`src/rtl/pipelined_adder_tree.sv`:
```
// Pipelined adder tree: NUM_INPUTS addends per beat are reduced pairwise over LEVELS
// registered levels, optionally followed by a per-frame accumulator.
module pipelined_adder_tree #(
  parameter int ADDEND_WIDTH = 3,
  parameter int NUM_INPUTS   = 4,
  parameter int SIGNED       = 0,
  parameter int ACCUM        = 0,
  parameter int ACC_EXTRA    = 8,
  localparam int LEVELS      = $clog2(NUM_INPUTS),
  localparam int TREE_WIDTH  = ADDEND_WIDTH + LEVELS,
  localparam int DOUT_WIDTH  = TREE_WIDTH + ((ACCUM != 0) ? ACC_EXTRA : 0)
) (
  input  logic                               clk,
  input  logic                               rst,
  input  logic                               in_valid,
  output logic                               in_ready,
  input  logic [NUM_INPUTS*ADDEND_WIDTH-1:0] in_data,
  input  logic                               in_last,
  output logic                               out_valid,
  input  logic                               out_ready,
  output logic [DOUT_WIDTH-1:0]              out_data,
  output logic                               out_last
);

  if (NUM_INPUTS < 2) begin : g_param_check
    $fatal(1, "pipelined_adder_tree: NUM_INPUTS must be at least 2");
  end

  localparam bit SBIT = (SIGNED != 0);

  // Number of elements entering tree level 'level'.
  function automatic int count_at(int level);
    int c;
    c = NUM_INPUTS;
    for (int k = 0; k < level; k++) c = (c + 1) / 2;
    return c;
  endfunction

  // Handshake: a beat transfers on in_valid & in_ready, a result on out_valid & out_ready.
  // Every stage moves together on adv, and in_ready is adv itself, so out_ready reaches
  // in_ready combinationally and bubbles are held in place rather than squeezed out.
  logic                  adv;
  logic [LEVELS-1:0]     stg_valid;
  logic [LEVELS-1:0]     stg_last;
  logic [TREE_WIDTH-1:0] tree_sum;

  assign adv      = out_ready | ~out_valid;
  assign in_ready = adv;

  always_ff @(posedge clk) begin
    if (rst) begin
      stg_valid <= '0;
      stg_last  <= '0;
    end else if (adv) begin
      stg_valid[0] <= in_valid & in_ready;
      stg_last[0]  <= in_last;
      for (int j = 1; j < LEVELS; j++) begin
        stg_valid[j] <= stg_valid[j-1];
        stg_last[j]  <= stg_last[j-1];
      end
    end
  end

  genvar j, i;
  for (j = 0; j < LEVELS; j++) begin : g_lvl
    localparam int NI = count_at(j);
    localparam int NO = count_at(j + 1);
    localparam int WI = ADDEND_WIDTH + j;
    localparam int WO = WI + 1;

    logic [WI-1:0] src [NI];
    logic [WO-1:0] sum [NO];
    logic [WO-1:0] q   [NO];

    for (i = 0; i < NI; i++) begin : g_src
      if (j == 0) begin : g_in
        assign src[i] = in_data[i*ADDEND_WIDTH +: ADDEND_WIDTH];
      end else begin : g_prev
        assign src[i] = g_lvl[j-1].q[i];
      end
    end

    // Each operand grows by one bit, so no level can overflow; an unpaired last
    // element is extended and added to zero.
    for (i = 0; i < NO; i++) begin : g_pair
      logic [WO-1:0] a;
      logic [WO-1:0] b;
      assign a = {SBIT & src[2*i][WI-1], src[2*i]};
      if (2*i + 1 < NI) begin : g_two
        assign b = {SBIT & src[2*i+1][WI-1], src[2*i+1]};
      end else begin : g_one
        assign b = '0;
      end
      assign sum[i] = a + b;
    end

    always_ff @(posedge clk) begin
      if (rst) begin
        for (int k = 0; k < NO; k++) q[k] <= '0;
      end else if (adv) begin
        for (int k = 0; k < NO; k++) q[k] <= sum[k];
      end
    end
  end

  assign tree_sum = g_lvl[LEVELS-1].q[0];

  if (ACCUM == 0) begin : g_direct
    assign out_valid = stg_valid[LEVELS-1];
    assign out_last  = stg_last[LEVELS-1];
    assign out_data  = tree_sum;
  end else begin : g_accum
    logic [DOUT_WIDTH-1:0] acc;
    logic [DOUT_WIDTH-1:0] sum_ext;
    logic [DOUT_WIDTH-1:0] total;
    logic [DOUT_WIDTH-1:0] data_q;
    logic                  valid_q;

    assign sum_ext = DOUT_WIDTH'($signed({SBIT & tree_sum[TREE_WIDTH-1], tree_sum}));
    assign total   = acc + sum_ext;

    // A frame's running sum lives in acc; the closing beat moves it to the output
    // register and clears acc so the next beat starts a fresh frame.
    always_ff @(posedge clk) begin
      if (rst) begin
        acc     <= '0;
        data_q  <= '0;
        valid_q <= 1'b0;
      end else if (adv) begin
        valid_q <= stg_valid[LEVELS-1] & stg_last[LEVELS-1];
        if (stg_valid[LEVELS-1]) begin
          if (stg_last[LEVELS-1]) begin
            data_q <= total;
            acc    <= '0;
          end else begin
            acc <= total;
          end
        end
      end
    end

    assign out_valid = valid_q;
    assign out_last  = valid_q;
    assign out_data  = data_q;
  end

endmodule

```
`config.mk`:
```
export PLATFORM = sky130hd
export DESIGN_NAME = pipelined_adder_tree
export DESIGN_NICKNAME = d
export VERILOG_FILES = /design/src/rtl/pipelined_adder_tree.sv
export SDC_FILE = /design/constraint.sdc
export NUM_CORES = 1
export LEC_CHECK = 0
export BUFFER_PORTS_ARGS = -buffer_cell sky130_fd_sc_hd__clkbuf_2
export CAP_MARGIN = 20
export CORE_ASPECT_RATIO = 1.2
export CORE_MARGIN = 2
export CORE_UTILIZATION = 45
export DETAILED_ROUTE_END_ITERATION = 8
export PLACE_DENSITY = 0.71
export REMOVE_ABC_BUFFERS = 1
export SYNTH_ARGS = -nofsm -noshare
export SYNTH_HDL_FRONTEND = slang
export SYNTH_SLANG_ARGS = --single-unit
```
`constraint.sdc`:
```
create_clock -name clk -period 1.25 [get_ports clk]
set_input_delay 0.25 -clock clk [delete_from_list [all_inputs] [get_ports clk]]
set_output_delay 0.25 -clock clk [all_outputs]
set_load 0.1 [all_outputs]
```
== After elaboration in Yosys (flattened, before gate mapping) ==
Memory sizes are Yosys's and may differ from the RTL's.
Cells that the tools add are included.
Storage, ports and cells
  register bits after elaboration: 4
  RAM bits: 13
  input bits: 17
  word-level logic and storage cells: 22
  memories kept: 2
Memories
  g_lvl[0].q: words 2, width 4, read ports 2, clocked after Yosys merged registers in 0, write ports 2, RTL line 73  | logic [WO-1:0] q [NO];
  g_lvl[1].q: words 1, width 5, read ports 1, clocked after Yosys merged registers in 0, write ports 1, RTL line 73
Cells by class
  add/subtract/negate cells: 3
  multiplexer cells: 9
  bitwise operators: 5
  reductions and logical operators: 1
Operators with widths (number)
  adder 3 x 3 -> 4 bit: 2
  2-to-1 mux 4 bit: 2
  2-to-1 mux 1 bit: 6
  adder 4 x 4 -> 5 bit: 1
  2-to-1 mux 5 bit: 1
  OR reduction 5 bit: 1
  OR 1 bit: 3
  AND 1 bit: 1
  NOT 1 bit: 1

== Longest topological paths before layout ==
  depth after elaboration: 7
  gate-level depth with buffers: 6
  gate-level depth less buffers: 6

== Least setup slack after synthesis ==
No wires, ideal clock.
  path kind: reg-to-reg
  start: register stg_valid[1]
  end: memory g_lvl[0].q[0][0] (netlist name), data pin
  arrival: 1.806 ns
  required time: 0.995 ns
  slack: -0.811 ns
  cell stages (with the launch flop): 4
  period minus slack after synthesis: 2.061 ns
  cell sequence: dfxtp_1 > nor2b_4 > inv_2 > and3_1
RTL lines
  start, declared: RTL line 43  | logic [LEVELS-1:0] stg_valid;
  start signal, assigned by index: RTL line 58  | stg_valid[j] <= stg_valid[j-1];
  end, declared: RTL line 73

==> results.cfg <==
[status]
status = finished, violations left
violations = setup timing

[clock_tree]
cts.sinks = 17
cts.root.buffer_cell = clkbuf_4
cts_max_level = 1
clock_latency_ps = 290
cts_made_buffers = 3
tritoncts = done
cts.reportedPaths.clkPinSlew_ps = 100
clk_path_buf_depth = 2

[sta]
period_needed_ps = 1430
setup_tns_ps = -573
rsz0062_at_grt = true
timing.final.max_slew_violations = 0
period_share_pct = 115
tightest_slew_ps = 208
worst_slack_ps = -184
fmax_mhz = 697
setup-violations-final = 5
slew_headroom_pct = 86.1
holdWs_ps = 182
hold_viol_final = 0
final.setup_skew_ps = 5.28

[setup_path]
cp_max_fo = 2
max_stage_delay_ps = 350
crit_chain = ha_2, inv_2, fa_2, nor2b_2, buf_4, nor3_2
crit_buf_inv = 2
cp_data_arrival_time_ps = 1490
worstSetupPathType = register to register
end_kind = register
cp-start-kind = register
crit_required_ps = 1300
cp_slowest_cell = edfxtp_1
r2r_slack_ps = -180
crit_cells = 6
rr_worst_depth = 6
r2r-start = g_lvl[0].q[0][0]
cp_top_family = adder cells
worstReg2RegEnd = g_lvl[1].q[0][2]

[global_route]
grt_pass1_vias = 690
grt_pass1_wl_microns = 2700
grt_max_degree = 14
track_usage_pct = 15.9
antenna_found_initial = 0
grt-ovfl-total = 0

[floorplanning]
die_h_microns = 53.5
core_area_sq_mm = 0.00189
num_rows = 17
io-pin-count = 25
dieArea_sq_mm = 0.00242
start_util_pct = 48.6
die_w_microns = 45.3

[routing]
vias = 672
drt_iter0_markers = 10
via_per_inst = 5.09
ant_nets = 0
finalWirelength_microns = 1640
dr.pass1.iters = 3
post_drt_wl_per_cell_microns = 12.4
drc = 0

[finish]
drive_gt1_share_pct = 38.1
final_area_sq_mm = 0.00127
finish.net_count = 144
post-route-util_pct = 67.1
diodes = 0
final_cells = 132
area_growth_pct = 38.1

[yosys]
synth_top_cell_by_area = edfxtp_1
synthCells = 79
netlist_area_sq_um = 920
synth_ff_type = edfxtp_1
synth_warnings = 0
yosysMostFrequentCell = edfxtp_1
synth_commonest_cells = edfxtp_1 (13), ha_1 (10), inv_1 (8), nor2_1 (8)
avgSynthCellArea_sq_um = 11.6
async_reset_ff_share_pct = 0
yosysSeqAreaShare_pct = 51.2
synth_cell_types = 21
synth.area.top_cells = edfxtp_1 (42%), ha_1 (14%), dfxtp_1 (8.7%)
synth-seq-cells = 17
synth_top_area_share_pct = 42.4
synth_edf_count = 13

[place]
hpwl_microns = 1290
placed_cells = 125
place_area_sq_mm = 0.00121
port_buffers = 24
gp_congestion = 0.688
pre_cts_slack_ps = -274

[power_and_ir_drop]
power_density_mw_per_mm2 = 1220
power_mw = 1.54
ir_drop_mv = 0.656
p_leak_nw = 0.614

[flow_run]
cap_violations = 0

[min_path]
min_to = stg_valid[0]
hp-start = in_valid
hold-path-cell-count = 3
holdCritPathClass = input port to register
-- cell type report --
type	count	area [sq um]
sequential	17	472
fill	137	623
timing repair buffer	30	285
tap	19	23.8
clock buffer	4	26.3
multi-input combinational	53	427
inverter	9	36.3
-- layout by cell type (no fill, tap or decap), types with 2 or more instances in the layout --
| cell | instances |
|---|---|
| clkbuf_2 | 16 |
| edfxtp_1 | 13 |
| ha_1 | 9 |
| nor2_1 | 8 |
| buf_12 | 8 |
| inv_1 | 7 |
| nand2_1 | 7 |
| a21oi_1 | 6 |
| buf_4 | 6 |
| and3_1 | 4 |
| a21o_1 | 3 |
| clkbuf_4 | 3 |
| dfxtp_1 | 3 |
| fa_1 | 2 |
-- per-layer routing --
| layer | wire length (microns) | GRT usage [%] | vias to the layer above |
|---|---|---|---|
| met2 | 924 | 29.5 | 17 |
| met4 | 43 | 10.3 | 0 |
| met5 | 0 | 0 | - |
| li1 | - | - | 338 |
| met1 | 637 | 16.7 | 311 |
| met3 | 36 | 1.02 | 6 |
-- worst max path at each step --
stage                      from                to  slack, ps
6_report       g_lvl[0].q[0][0]  g_lvl[1].q[0][2]       -180
5_1_grt        g_lvl[0].q[0][0]  g_lvl[1].q[0][4]       -250
4_1_cts        g_lvl[0].q[0][0]  g_lvl[1].q[0][2]       -170
3_5_place_dp   g_lvl[0].q[0][0]  g_lvl[1].q[0][4]       -270
3_3_place_gp   g_lvl[0].q[0][0]  g_lvl[1].q[0][4]       -160
2_1_floorplan      stg_valid[1]  g_lvl[0].q[0][0]       -810
-- worst min-delay path, stage by stage --
cell and delay, ps:
clkbuf_2 80, nand2_1 50, a21oi_1 50
-- cells by family after synthesis --
kind of cell / after synthesis / share of synthesized area, %
mux: 1 / 1.09
buf+inv: 9 / 3.67
xor+xnor: 2 / 1.91
simple gates: 26 / 15.2
fa+ha+maj: 13 / 20.1
flops: 17 / 51.2
compound gates: 11 / 6.80
-- registers in the layout (all words and copies together) (netlist names) --
name / cells
g_lvl.q: 13
stg_last: 2
stg_valid: 2
-- where the power goes --
group / total, mW / leakage, nW / internal [mW] / switching (mW)
sequential: 0.710 / 0.185 / 0.675 / 0.0342
combinational: 0.538 / 0.414 / 0.217 / 0.321
clock: 0.298 / 0.0150 / 0.124 / 0.174
total: 1.54 / 0.614 / 1.02 / 0.529
-- timing repair --
action,CTS,global route
gates resized for setup,7,1
setup buffers,3,0
pin swaps,5,3
hold buffers,0,0
setup endpoints to repair,5,5
No activity file was read; power rests on OpenSTA's default activity.
